--- src/rtl/ram_port_arbiter.sv ---
// ram_port_arbiter: round-robin sharing of one single-port RAM between two
// requesters, with port locking and tagged read-data return.
// Build option: define ARB_STARVE_CNT_EN to add per-requester starvation
// counters that force-release a lock held against a starving requester.
module ram_port_arbiter #(
    parameter int SIZE_ADDR    = 8,
    parameter int SIZE_DATA    = 8,
    parameter int RD_LATENCY   = 1,
    parameter int STARVE_LIMIT = 16
) (
    input  logic                 i_clk,
    input  logic                 i_rst_n,
    input  logic                 i_req0,
    input  logic                 i_req1,
    input  logic                 i_we0,
    input  logic                 i_we1,
    input  logic                 i_lock0,
    input  logic                 i_lock1,
    input  logic [SIZE_ADDR-1:0] i_addr0,
    input  logic [SIZE_ADDR-1:0] i_addr1,
    input  logic [SIZE_DATA-1:0] i_wdata0,
    input  logic [SIZE_DATA-1:0] i_wdata1,
    output logic                 o_gnt0,
    output logic                 o_gnt1,
    output logic                 o_rvalid0,
    output logic                 o_rvalid1,
    output logic [SIZE_DATA-1:0] o_rdata0,
    output logic [SIZE_DATA-1:0] o_rdata1,
    output logic                 o_rd_en,
    output logic                 o_wr_en,
    output logic [SIZE_ADDR-1:0] o_addr,
    output logic [SIZE_DATA-1:0] o_wdata,
    input  logic [SIZE_DATA-1:0] i_rdata,
    output logic [1:0]           o_starve
);

    if (RD_LATENCY < 1 || RD_LATENCY > 4 ||
        STARVE_LIMIT < 2 || STARVE_LIMIT > 255) begin : g_bad_param
        $error("ram_port_arbiter: parameter out of range");
    end

    typedef enum logic [1:0] {
        LK_NONE = 2'd0,
        LK_0    = 2'd1,
        LK_1    = 2'd2
    } lock_e;

    typedef struct packed {
        logic vld;
        logic id;
    } rtn_t;

    lock_e                  lock_q, lock_d;
    logic                   ptr_q, ptr_d;
    logic                   gnt0, gnt1;
    logic [1:0]             starve;
    rtn_t [RD_LATENCY-1:0]  pipe_q;

`ifdef ARB_STARVE_CNT_EN
    localparam logic [7:0] LIMIT = 8'(STARVE_LIMIT);

    logic [7:0] cnt0_q, cnt0_d;
    logic [7:0] cnt1_q, cnt1_d;

    // Count cycles spent requesting without a grant, saturating at 255.
    always_comb begin
        cnt0_d = 8'd0;
        cnt1_d = 8'd0;
        if (i_req0 && !gnt0)
            cnt0_d = (cnt0_q == 8'hFF) ? cnt0_q : cnt0_q + 8'd1;
        if (i_req1 && !gnt1)
            cnt1_d = (cnt1_q == 8'hFF) ? cnt1_q : cnt1_q + 8'd1;
    end

    // Starvation counter registers.
    always_ff @(posedge i_clk or negedge i_rst_n) begin
        if (!i_rst_n) begin
            cnt0_q <= 8'd0;
            cnt1_q <= 8'd0;
        end else begin
            cnt0_q <= cnt0_d;
            cnt1_q <= cnt1_d;
        end
    end

    assign starve = {cnt1_q >= LIMIT, cnt0_q >= LIMIT};
`else
    assign starve = 2'b00;
`endif

    // Grant: lock owner only, else lone requester, else the pointer's pick.
    always_comb begin
        gnt0 = 1'b0;
        gnt1 = 1'b0;
        if (i_rst_n) begin
            unique case (lock_q)
                LK_0:    gnt0 = i_req0;
                LK_1:    gnt1 = i_req1;
                default: begin
                    if (i_req0 && i_req1) begin
                        gnt0 = ~ptr_q;
                        gnt1 = ptr_q;
                    end else begin
                        gnt0 = i_req0;
                        gnt1 = i_req1;
                    end
                end
            endcase
        end
    end

    // Next pointer and lock owner; a starving peer breaks the lock.
    always_comb begin
        lock_d = lock_q;
        ptr_d  = ptr_q;
        if (gnt0)
            ptr_d = 1'b1;
        else if (gnt1)
            ptr_d = 1'b0;
        unique case (lock_q)
            LK_0: begin
                if (!i_req0 || (gnt0 && !i_lock0) || starve[1])
                    lock_d = LK_NONE;
            end
            LK_1: begin
                if (!i_req1 || (gnt1 && !i_lock1) || starve[0])
                    lock_d = LK_NONE;
            end
            default: begin
                if (gnt0 && i_lock0)
                    lock_d = LK_0;
                else if (gnt1 && i_lock1)
                    lock_d = LK_1;
                else
                    lock_d = LK_NONE;
            end
        endcase
    end

    // Lock owner and round-robin pointer registers.
    always_ff @(posedge i_clk or negedge i_rst_n) begin
        if (!i_rst_n) begin
            lock_q <= LK_NONE;
            ptr_q  <= 1'b0;
        end else begin
            lock_q <= lock_d;
            ptr_q  <= ptr_d;
        end
    end

    // Read-return tag pipeline, aligned with the RAM read latency.
    always_ff @(posedge i_clk or negedge i_rst_n) begin
        if (!i_rst_n) begin
            pipe_q <= '0;
        end else begin
            pipe_q[0].vld <= o_rd_en;
            pipe_q[0].id  <= gnt1;
            for (int i = 1; i < RD_LATENCY; i++)
                pipe_q[i] <= pipe_q[i-1];
        end
    end

    assign o_gnt0    = gnt0;
    assign o_gnt1    = gnt1;
    assign o_rd_en   = (gnt0 & ~i_we0) | (gnt1 & ~i_we1);
    assign o_wr_en   = (gnt0 & i_we0) | (gnt1 & i_we1);
    assign o_addr    = gnt0 ? i_addr0 : (gnt1 ? i_addr1 : '0);
    assign o_wdata   = gnt0 ? i_wdata0 : (gnt1 ? i_wdata1 : '0);
    assign o_rvalid0 = pipe_q[RD_LATENCY-1].vld & ~pipe_q[RD_LATENCY-1].id;
    assign o_rvalid1 = pipe_q[RD_LATENCY-1].vld & pipe_q[RD_LATENCY-1].id;
    assign o_rdata0  = i_rst_n ? i_rdata : '0;
    assign o_rdata1  = i_rst_n ? i_rdata : '0;
    assign o_starve  = starve;

endmodule

--- config.mk ---
export PLATFORM = sky130hd
export DESIGN_NAME = ram_port_arbiter
export DESIGN_NICKNAME = d
export VERILOG_FILES = /design/src/rtl/ram_port_arbiter.sv
export SDC_FILE = /design/constraint.sdc
export NUM_CORES = 1
export LEC_CHECK = 0
export CAP_MARGIN = 30
export CORE_ASPECT_RATIO = 1.2
export CORE_MARGIN = 2
export CORE_UTILIZATION = 25
export DETAILED_ROUTE_END_ITERATION = 10
export GPL_TIMING_DRIVEN = 0
export PLACE_DENSITY = 0.91
export SLEW_MARGIN = 20
export SYNTH_ARGS = -nofsm -noshare
export SYNTH_HDL_FRONTEND = slang
export SYNTH_SLANG_ARGS = --single-unit
--- constraint.sdc ---
create_clock -name i_clk -period 2.1 [get_ports i_clk]
set_input_delay 0.21 -clock i_clk [delete_from_list [all_inputs] [get_ports i_clk]]
set_output_delay 0.21 -clock i_clk [all_outputs]
set_load 0.1 [all_outputs]
### After elaboration in Yosys (flattened, before gate mapping)

Index checks and enable logic that the tools add are counted.

| word-level totals | value |
|---|---|
| register bits | 5 |
| output and inout port bits | 40 |
| logic and storage cells | 51 |
| input port bits | 48 |

| cells by class | value |
|---|---|
| equality and inequality tests | 4 |
| reductions and logical operators | 13 |
| bitwise gates (word level) | 12 |
| mux-type cells | 18 |

Operator list:

| cell | number |
|---|---|
| $mux 8 | 5 |
| $mux 2 | 4 |
| $and 1x1->1 | 6 |
| $mux 1 | 6 |
| $logic_and 1x1->1 | 5 |
| $logic_not 1->1 | 4 |
| $ne 2x2->1 const B | 2 |
| $not 1->1 | 4 |
| $pmux 1 s2 | 2 |
| $pmux 2 s2 | 1 |
| $eq 2x1->1 const B | 1 |
| $eq 2x2->1 const B | 1 |
| $logic_or 1x1->1 | 2 |
| $or 1x1->1 | 2 |
| $reduce_and 2->1 | 1 |
| $reduce_bool 2->1 | 1 |

### Longest topological paths before layout

Gate-level depths: netlist of the first run.

| depth | value |
|---|---|
| depth after elaboration | 8 |
| mapped depth | 8 |
| mapped depth without buffers | 7 |

### Worst setup path after synthesis of the first run

Ideal clock, no wire load.

| timing | value |
|---|---|
| path type | register to register |
| start point | register lock_q[0] |
| end point | register pipe_q[1] (netlist name) |
| path slack | -0.960 ns |
| buffers on the path | 1 |
| library setup time | 0.289 ns |
| arrival time | 2.771 ns |
| data required time | 1.811 ns |
| period minus slack after synthesis | 3.060 ns |
| cell stages (with the launch flop) | 7 |
| cell sequence | dfrtp_1 -> inv_1 -> ha_1 -> nand3_2 -> o2111ai_4 -> buf_6 -> o22ai_1 |

| on the way | value |
|---|---|
| word-level cells in the longest chain between the ends | 5 |
| elaborated cells on any way between the ends | 9 |
| those cells by class | eq/ne: 2; mux: 4; bitwise: 3 |

RTL lines:

| element | RTL line | RTL |
|---|---|---|
| from (decl) | 53 | `lock_e lock_q, lock_d;` |
| from (signal assigned) | 146 | `lock_q <= lock_d;` |
| $eq 2x2->1 or $eq 2x1->1 (tied branches) | 96 | `unique case (lock_q)` |
| $pmux 1 s2 | 96 |  |
| $mux 1 | 95 | `if (i_rst_n) begin` |
| $and 1x1->1 | 165 | `assign o_rd_en = (gnt0 & ~i_we0) \| (gnt1 & ~i_we1);` |
| $or 1x1->1 (*) | 165 |  |
| named net o_rd_en | 29 | `output logic o_rd_en,` |
| to (signal, indexed assignment) | 159 | `pipe_q[i] <= pipe_q[i-1];` |
| to (decl) | 57 | `rtn_t [RD_LATENCY-1:0] pipe_q;` |

The timed path passes the listed nets; every way through them passes the cells marked *.
A chain may end at the register's enable or synchronous reset.

### Worst setup path in the final report of the first run

| timing | value |
|---|---|
| start point | register lock_q[1] |
| end point | output port o_wdata[6] |

| on the way | value |
|---|---|
| word-level cells in the longest chain between the ends | 5 |
| elaborated cells on any way between the ends | 8 |
| those cells by class | eq/ne: 2; mux: 6 |

RTL lines:

| element | RTL line | RTL |
|---|---|---|
| $eq 2x2->1 or $eq 2x1->1 (tied branches) | 96 |  |
| $pmux 1 s2 | 96 |  |
| $mux 1 | 95 |  |
| $mux 8 | 168 | `assign o_wdata = gnt0 ? i_wdata0 : (gnt1 ? i_wdata1 : '0);` |
| $mux 8 (*) | 168 |  |
| to (decl) | 32 | `output logic [SIZE_DATA-1:0] o_wdata,` |

Every way passes the cells marked *; elsewhere a longest branch is shown, timed or not.

==> results of run 1 <==
==> metal layers <==
metal | global-route usage, % | vias to the layer above | share of wire [%] | wire length [um]
li1 | - | 524 | - | -
met4 | 5.49 | 0 | 0 | 0
met1 | 17.9 | 484 | 35 | 1010
met5 | 0 | - | 0 | 0
met2 | 36.3 | 61 | 55 | 1610
met3 | 6.70 | 0 | 10 | 295
==> cells by family after synthesis <==
logic type	after synthesis	share of synthesized area, %
adder cells (fa/ha/maj)	2	3.58
AO/OA/AOI/OAI	6	8.78
multiplexers	2	2.87
other	1	0.537
flip-flops	5	17.9
AND/OR/NAND/NOR	67	45.5
buffers and inverters	20	20.8
==> flip-flops by register name, indices dropped and copies added (netlist names) <==
name / cells
pipe_q: 2
lock_q: 2
ptr_q: 1
==> worst max-delay path, delay by kind of cell, from the launching register on <==
family | cells | cell delay [ns]
AOI/OAI and AO/OA | 1 | 0.12
DFF | 1 | 0.41
adders and majority gates | 1 | 0.33
and+or+nand+nor | 3 | 0.41
buffers and inverters | 2 | 0.36
==> cell type report <==
class | instances | area [sq um] | area share, %
multi-input combinational | 79 | 547 | 27.5
inverter | 5 | 23.8 | 1.19
clock buffer | 4 | 26.3 | 1.32
sequential | 5 | 125 | 6.29
timing repair buffer | 93 | 1100 | 55.5
buffer | 15 | 121 | 6.10
tap | 34 | 42.5 | 2.14
==> power groups by stage <==
stage,logic [mW],registers (mW),clock network [mW]
floorplan,0.627,0.115,0
global placement,0.848,0.116,0
detailed placement,0.856,0.117,0
CTS,0.951,0.117,0.113
global route,1.02,0.118,0.123
finish,0.979,0.117,0.108
==> path summary, 6_finish.rpt <==
kind	startpoint	endpoint	slack, ns	cells past startpoint
setup / recovery	lock_q[1]	o_wdata[6]	0.03	7
hold / removal	ptr_q	ptr_q	0.53	2
setup reg to reg	lock_q[0]	lock_q[0]	0.53	8
hold reg to reg	ptr_q	ptr_q	0.53	2
max in group asynchronous	i_rst_n	lock_q[0]	1.27	2
min in group asynchronous	i_rst_n	pipe_q[0]	0.63	2
==> layout by cell type (no fill, tap or decap), drive strengths merged <==
cell type and count:
a22o 1, a31oi 2, and2 9, buf 44, clkbuf 4, clkdlybuf4s15 12, clkdlybuf4s18 2, clkdlybuf4s50 47
conb 2, dfrtp 5, dlygate4sd2 2, dlygate4sd3 1, ha 2, inv 5, mux2i 2, nand2 35
nand3 19, nand3b 2, nor2b 2, o2111ai 1, o211ai 1, o22ai 1
==> synthesized netlist by cell type (all sizes together) <==
master	count	area (sq um)
nand2	35	131
nand3	19	100
buf	15	121
and2	9	56.3
dfrtp	5	125
inv	5	23.8
a31oi	2	12.5
ha	2	25.0
mux2i	2	20.0
nand3b	2	15.0
nor2b	2	15.0
a22o	1	8.76
conb	1	3.75
o2111ai	1	26.3
o211ai	1	7.51
o22ai	1	6.26
==> what timing repair did <==
action                                  4_1_cts  5_1_grt
endpoints found under the setup margin       37       19
gates cloned                                  2        0
hold buffers                                  1        0
hold endpoints to repair                      5        0
pin swaps                                     1        1
setup buffers                                 4        1
gates resized for setup                     220       15
==> through the flow <==
step                      cell area, sq um  hold WS [ns]  setup TNS [ns]  instances
after global routing                  1990         0.548           -1.46        235
after global placement                1700         0.497          -28.08        223
after detailed placement              1700         0.517          -28.80        223
after CTS                             1930         0.533               0        234
final                                 1990         0.527               0        235
after floorplan                        802       -0.0856               0        104
==> reports/metrics.csv, run 1 <==
stage,metric,value,unit
outcome,outcome,finished clean,
clock_network,ctsHtreeMaxLevel,1,
grt,antenna_found_initial,0,
worst_setup_path,slowest_stage,sky130_fd_sc_hd__dfrtp_1,
die,start_util,25.5,%
routing,route.detailed.drc,0,
grt,global_route_wire_length_before_repair,4530,um
timing,max_clock_freq,482,MHz
placement,buffer_ports.inserted,85,
die,overall_die_area,3230,sq um
worst_setup_path,slowest_delay,0.41,ns
die,core.rowCount,21,
timing,maxSlewViolCount,0,
timing,worst-slew-pin-transition,0.982,ns
clock_network,cts.root.buffer_cell,sky130_fd_sc_hd__clkbuf_4,
cells_and_area,final_core_util,72.8,%
grt,grt_pass1_vias,1086,
logic_synthesis,netlist_instances,103,
cells_and_area,post_route_cells_drive_above_1_share,43.3,%
die,ioPinCount,88,
routing,route.final.wire_length,2920,um
cells_and_area,nFillCells,199,
worst_setup_path,worst_path_class_setup,reg -> out,
logic_synthesis,synth.distinct_cells,21,
placement,gp_congestion,0.715,
routing,drt_pass1_iterations,4,
grt,grt_max_degree,12,
routing,ant_nets,0,
worst_setup_path,critical_path.cell_chain,"ha_4, o211ai_1, nor2b_2, buf_4, nand3_1, nand2_4, buf_12",
clock_network,numCtsBuffers,3,
cells_and_area,count_of_inserted_antenna_diode_cells,0,
routing,routed_via_density,4.55,
timing,skew,0.00430,ns
timing,setup-violations-final,0,
logic_synthesis,number_of_flip_flops_and_latches_in_the_synthesized_netlist,5,
timing,layout_min_cycle_time,2.07,ns
placement,dpl.hpwl,2250,um
logic_synthesis,synth.cell_area,698,sq um
power_and_ir_drop,cellLeakagePower,0.882,nW
clock_network,clk_lat_worst_skew,0.24,ns
clock_network,clk_path_buf_depth,2,
timing,rsz0062_at_grt,yes,
clock_network,clk_transition_reported_paths,0.04,ns
worst_setup_path,worstPathRequired,1.89,ns
routing,post_drt_wl_per_cell,12.4,um
power_and_ir_drop,power.share.switching,56.0,%
die,design.core.area,2730,sq um
routing,num_vias,1069,
timing,slew_headroom,34.8,%
job,maxCapViolations,0,
die,die_y,61.9,um
placement,pre_cts_worst_setup_slack,-1.01,ns
worst_setup_path,crit_path_start_kind,flop,
power_and_ir_drop,seq_power_share,9.7,%
routing,dr.first_iter.drc_count,9,
logic_synthesis,yosysSeqAreaShare,17.9,%
worst_setup_path,timing.critical_path.arrival,1.86,ns
cells_and_area,final_stage_net_count,252,
power_and_ir_drop,power,1.20,mW
timing,final.setup.worst_slack,0.0257,ns
grt,globalRouteOverflowTotal,0,
power_and_ir_drop,share_clk_of_total_power,9.0,%
power_and_ir_drop,p_int,530,uW
power_and_ir_drop,power.density_cell_area,606,nW/um^2
clock_network,cts_tree,yes,
power_and_ir_drop,share_comb_of_total_power,81.3,%
die,die_x,52.2,um
min_path,hold_class,reg -> reg,
worst_setup_path,critPathCaptureType,output pin,
logic_synthesis,syn_area_per_cell,6.78,sq um
grt,grt_use_total,18.4,%
clock_network,numClockSinks,5,
power_and_ir_drop,power.switching,674,uW
timing,timing_hold_violations_final,0,
cells_and_area,area_growth_from_synthesis_to_layout,185,%
timing,post-route-period-util,98.8,%
worst_setup_path,worst-path-max-fanout,11,
power_and_ir_drop,ir_drop,409,uV
logic_synthesis,yosys_warnings,0,
Note: power is estimated with default switching activity, not from simulation.
==> run 2, diff against run 1 <==
CORE_UTILIZATION = 26   (was 25)
PLACE_DENSITY = 0.93   (was 0.91)
==> run 2 against run 1 <==
The run now ends with negative setup slack left. Fmax is 2.7% lower. Clock-buffer cell count stayed put. Utilization is 5.4 points higher. Critical path depth stayed put. Hold slack worse by 0.010 ns. Register-to-register slack hardly changed. Final cell count is 0.43% lower. Die area is 3.6% lower. Non-clock buffer count is 1 lower. First-iteration DRC count is 140% higher.
==> reports/metrics.csv, run 2 (synthesized netlist as in run 1, its figures left out) <==
stage,metric,value,unit,change
outcome,outcome,"finished, violations left",,
outcome,violations,negative setup slack,,
worst_setup_path,worstPathRequired,1.89,ns,about the same
clock_network,cts.root.buffer_cell,sky130_fd_sc_hd__clkbuf_4,,
routing,post_drt_wl_per_cell,14.1,um,+14%
placement,dpl.hpwl,2180,um,-3.4%
clock_network,cts_tree,yes,,
timing,final.setup.worst_slack,-0.0315,ns,-0.0572 ns
grt,grt_max_degree,12,,unchanged
routing,route.final.wire_length,3300,um,+13%
placement,buffer_ports.inserted,85,,unchanged
clock_network,clk_lat_worst_skew,0.24,ns,about the same
timing,skew,0.00100,ns,-0.00330 ns
worst_setup_path,critPathCaptureType,output pin,,
cells_and_area,post_route_cells_drive_above_1_share,44.3,%,+1.0 points
timing,post-route-period-util,101,%,+2.7 points
worst_setup_path,slowest_stage,sky130_fd_sc_hd__dfrtp_1,,
routing,dr.first_iter.drc_count,22,,+13
die,ioPinCount,88,,unchanged
routing,routed_via_density,4.69,,+3.2%
timing,rsz0062_at_grt,yes,,
grt,globalRouteOverflowTotal,0,,unchanged
die,design.core.area,2550,sq um,-6.6%
power_and_ir_drop,cellLeakagePower,0.888,nW,+0.66%
timing,slew_headroom,35.3,%,+0.55 points
cells_and_area,layout_commonest_cell,sky130_fd_sc_hd__clkdlybuf4s50_1,,
min_path,hold_class,reg -> reg,,
grt,antenna_found_initial,0,,unchanged
cells_and_area,largest_registers,"lock_q x2, pipe_q x2, ptr_q x1",,
clock_network,ctsHtreeMaxLevel,1,,unchanged
cells_and_area,count_of_inserted_antenna_diode_cells,0,,unchanged
cells_and_area,stdcell_area,2000,sq um,+0.31%
worst_setup_path,critical_path.cell_chain,"inv_2, ha_4, o2111ai_4, buf_4, nand3_1, nand2_4, buf_12",,
routing,route.detailed.drc,0,,unchanged
die,start_util,27.4,%,+1.8 points
power_and_ir_drop,power.density_cell_area,607,nW/um^2,+0.22%
worst_setup_path,worst-path-max-fanout,8,,-3
timing,max_clock_freq,469,MHz,-2.7%
placement,place_area,1690,sq um,about the same
cells_and_area,commonest_cells_after_routing_fill_and_taps_aside,"47 x sky130_fd_sc_hd__clkdlybuf4s50_1, 19 x sky130_fd_sc_hd__nand2_1, 16 x sky130_fd_sc_hd__nand3_1, 16 x sky130_fd_sc_hd__clkdlybuf4s15_2, 15 x sky130_fd_sc_hd__buf_4",,
placement,pre_cts_worst_setup_slack,-0.978,ns,+0.0305 ns
cells_and_area,final_stage_net_count,252,,unchanged
die,overall_die_area,3120,sq um,-3.6%
timing,timing_hold_violations_final,0,,unchanged
cells_and_area,final_core_util,78.2,%,+5.4 points
timing,setup-violations-final,12,,+12
worst_setup_path,worst_path_class_setup,reg -> out,,
clock_network,numCtsBuffers,3,,unchanged
worst_setup_path,slowest_delay,0.39,ns,-0.02 ns
timing,layout_min_cycle_time,2.13,ns,+0.0572 ns
routing,drt_pass1_iterations,4,,unchanged
routing,num_vias,1098,,+2.7%
worst_setup_path,timing.critical_path.arrival,1.92,ns,+0.06 ns
die,die_x,51.3,um,-1.8%
clock_network,clk_path_buf_depth,2,,unchanged
job,maxCapViolations,0,,unchanged
worst_setup_path,crit_path_start_kind,flop,,
grt,grt_pass1_vias,1096,,+0.92%
grt,global_route_wire_length_before_repair,4750,um,+4.9%
grt,grt_use_total,19.9,%,+1.5 points
clock_network,numClockSinks,5,,unchanged
timing,maxSlewViolCount,0,,unchanged
die,core.rowCount,20,,-4.8%
cells_and_area,area_growth_from_synthesis_to_layout,186,%,
power_and_ir_drop,ir_drop,488,uV,+19%
timing,worst-slew-pin-transition,0.969,ns,-0.0137 ns
die,die_y,60.8,um,-1.8%
routing,ant_nets,0,,unchanged
placement,gp_congestion,0.725,,+1.5%
clock_network,clk_transition_reported_paths,0.04,ns,about the same
[run 2: what timing repair did]
| action | in CTS | in global routing |
|---|---|---|
| gates resized for setup | 210 | 24 |
| pin swaps | 0 | 1 |
| endpoints found under the setup margin | 36 | 20 |
| hold buffers | 1 | 0 |
| cloned | 2 | 1 |
| setup buffers | 3 | 1 |
| endpoints found under the hold margin | 5 | 0 |
[run 2: final timing paths]
kind | from | endpoint | slack (ns) | cells past startpoint
min in group asynchronous | i_rst_n | pipe_q[0] | 0.67 | 2
hold reg to reg | ptr_q | ptr_q | 0.52 | 2
hold / removal | ptr_q | ptr_q | 0.52 | 2
max in group asynchronous | i_rst_n | ptr_q | 1.24 | 2
setup / recovery | lock_q[0] | o_addr[5] | -0.03 | 7
setup reg to reg | lock_q[1] | lock_q[1] | 0.54 | 6
[run 2: layout make-up]
class	instances	area (sq um)
flip-flops and latches	5	125
fillers	160	557
clock buffers	4	26.3
inverters	5	23.8
multi-input cells	79	557
repair inverters	1	3.75
repair buffers	92	1090
plain buffers	15	125
well taps	33	41.3
[run 2: worst max-delay path: cells and delay by family, from the launching register on]
family          cells  cell delay (ns)
simple gates        2             0.22
flops               1             0.39
compound gates      1             0.37
fa+ha+maj           1             0.23
buf+inv             3             0.46
[run 2: per-stage QoR]
step / cells / hold WS (ns) / setup TNS (ns) / power [mW]
after global routing: 234 / 0.551 / -1.86 / 1.26
after CTS: 232 / 0.520 / -0.0689 / 1.17
after detailed placement: 222 / 0.508 / -28.18 / 0.971
after floorplan: 104 / -0.0856 / 0 / 0.743
after global placement: 222 / 0.498 / -26.97 / 0.961
final: 234 / 0.517 / -0.168 / 1.21
[run 2: power by group]
group / switching, mW / total, mW / internal, mW
clock: 0.0407 / 0.113 / 0.0719
combinational: 0.637 / 0.982 / 0.345
sequential: 0.00798 / 0.116 / 0.108
[run 2: layer usage]
layer | global-route usage (%) | vias to the layer above | wire [um]
met5 | 0 | - | 0
met3 | 7.39 | 2 | 372
met4 | 4.51 | 0 | 24
met2 | 41.0 | 76 | 1830
li1 | - | 524 | -
met1 | 18.5 | 496 | 1070
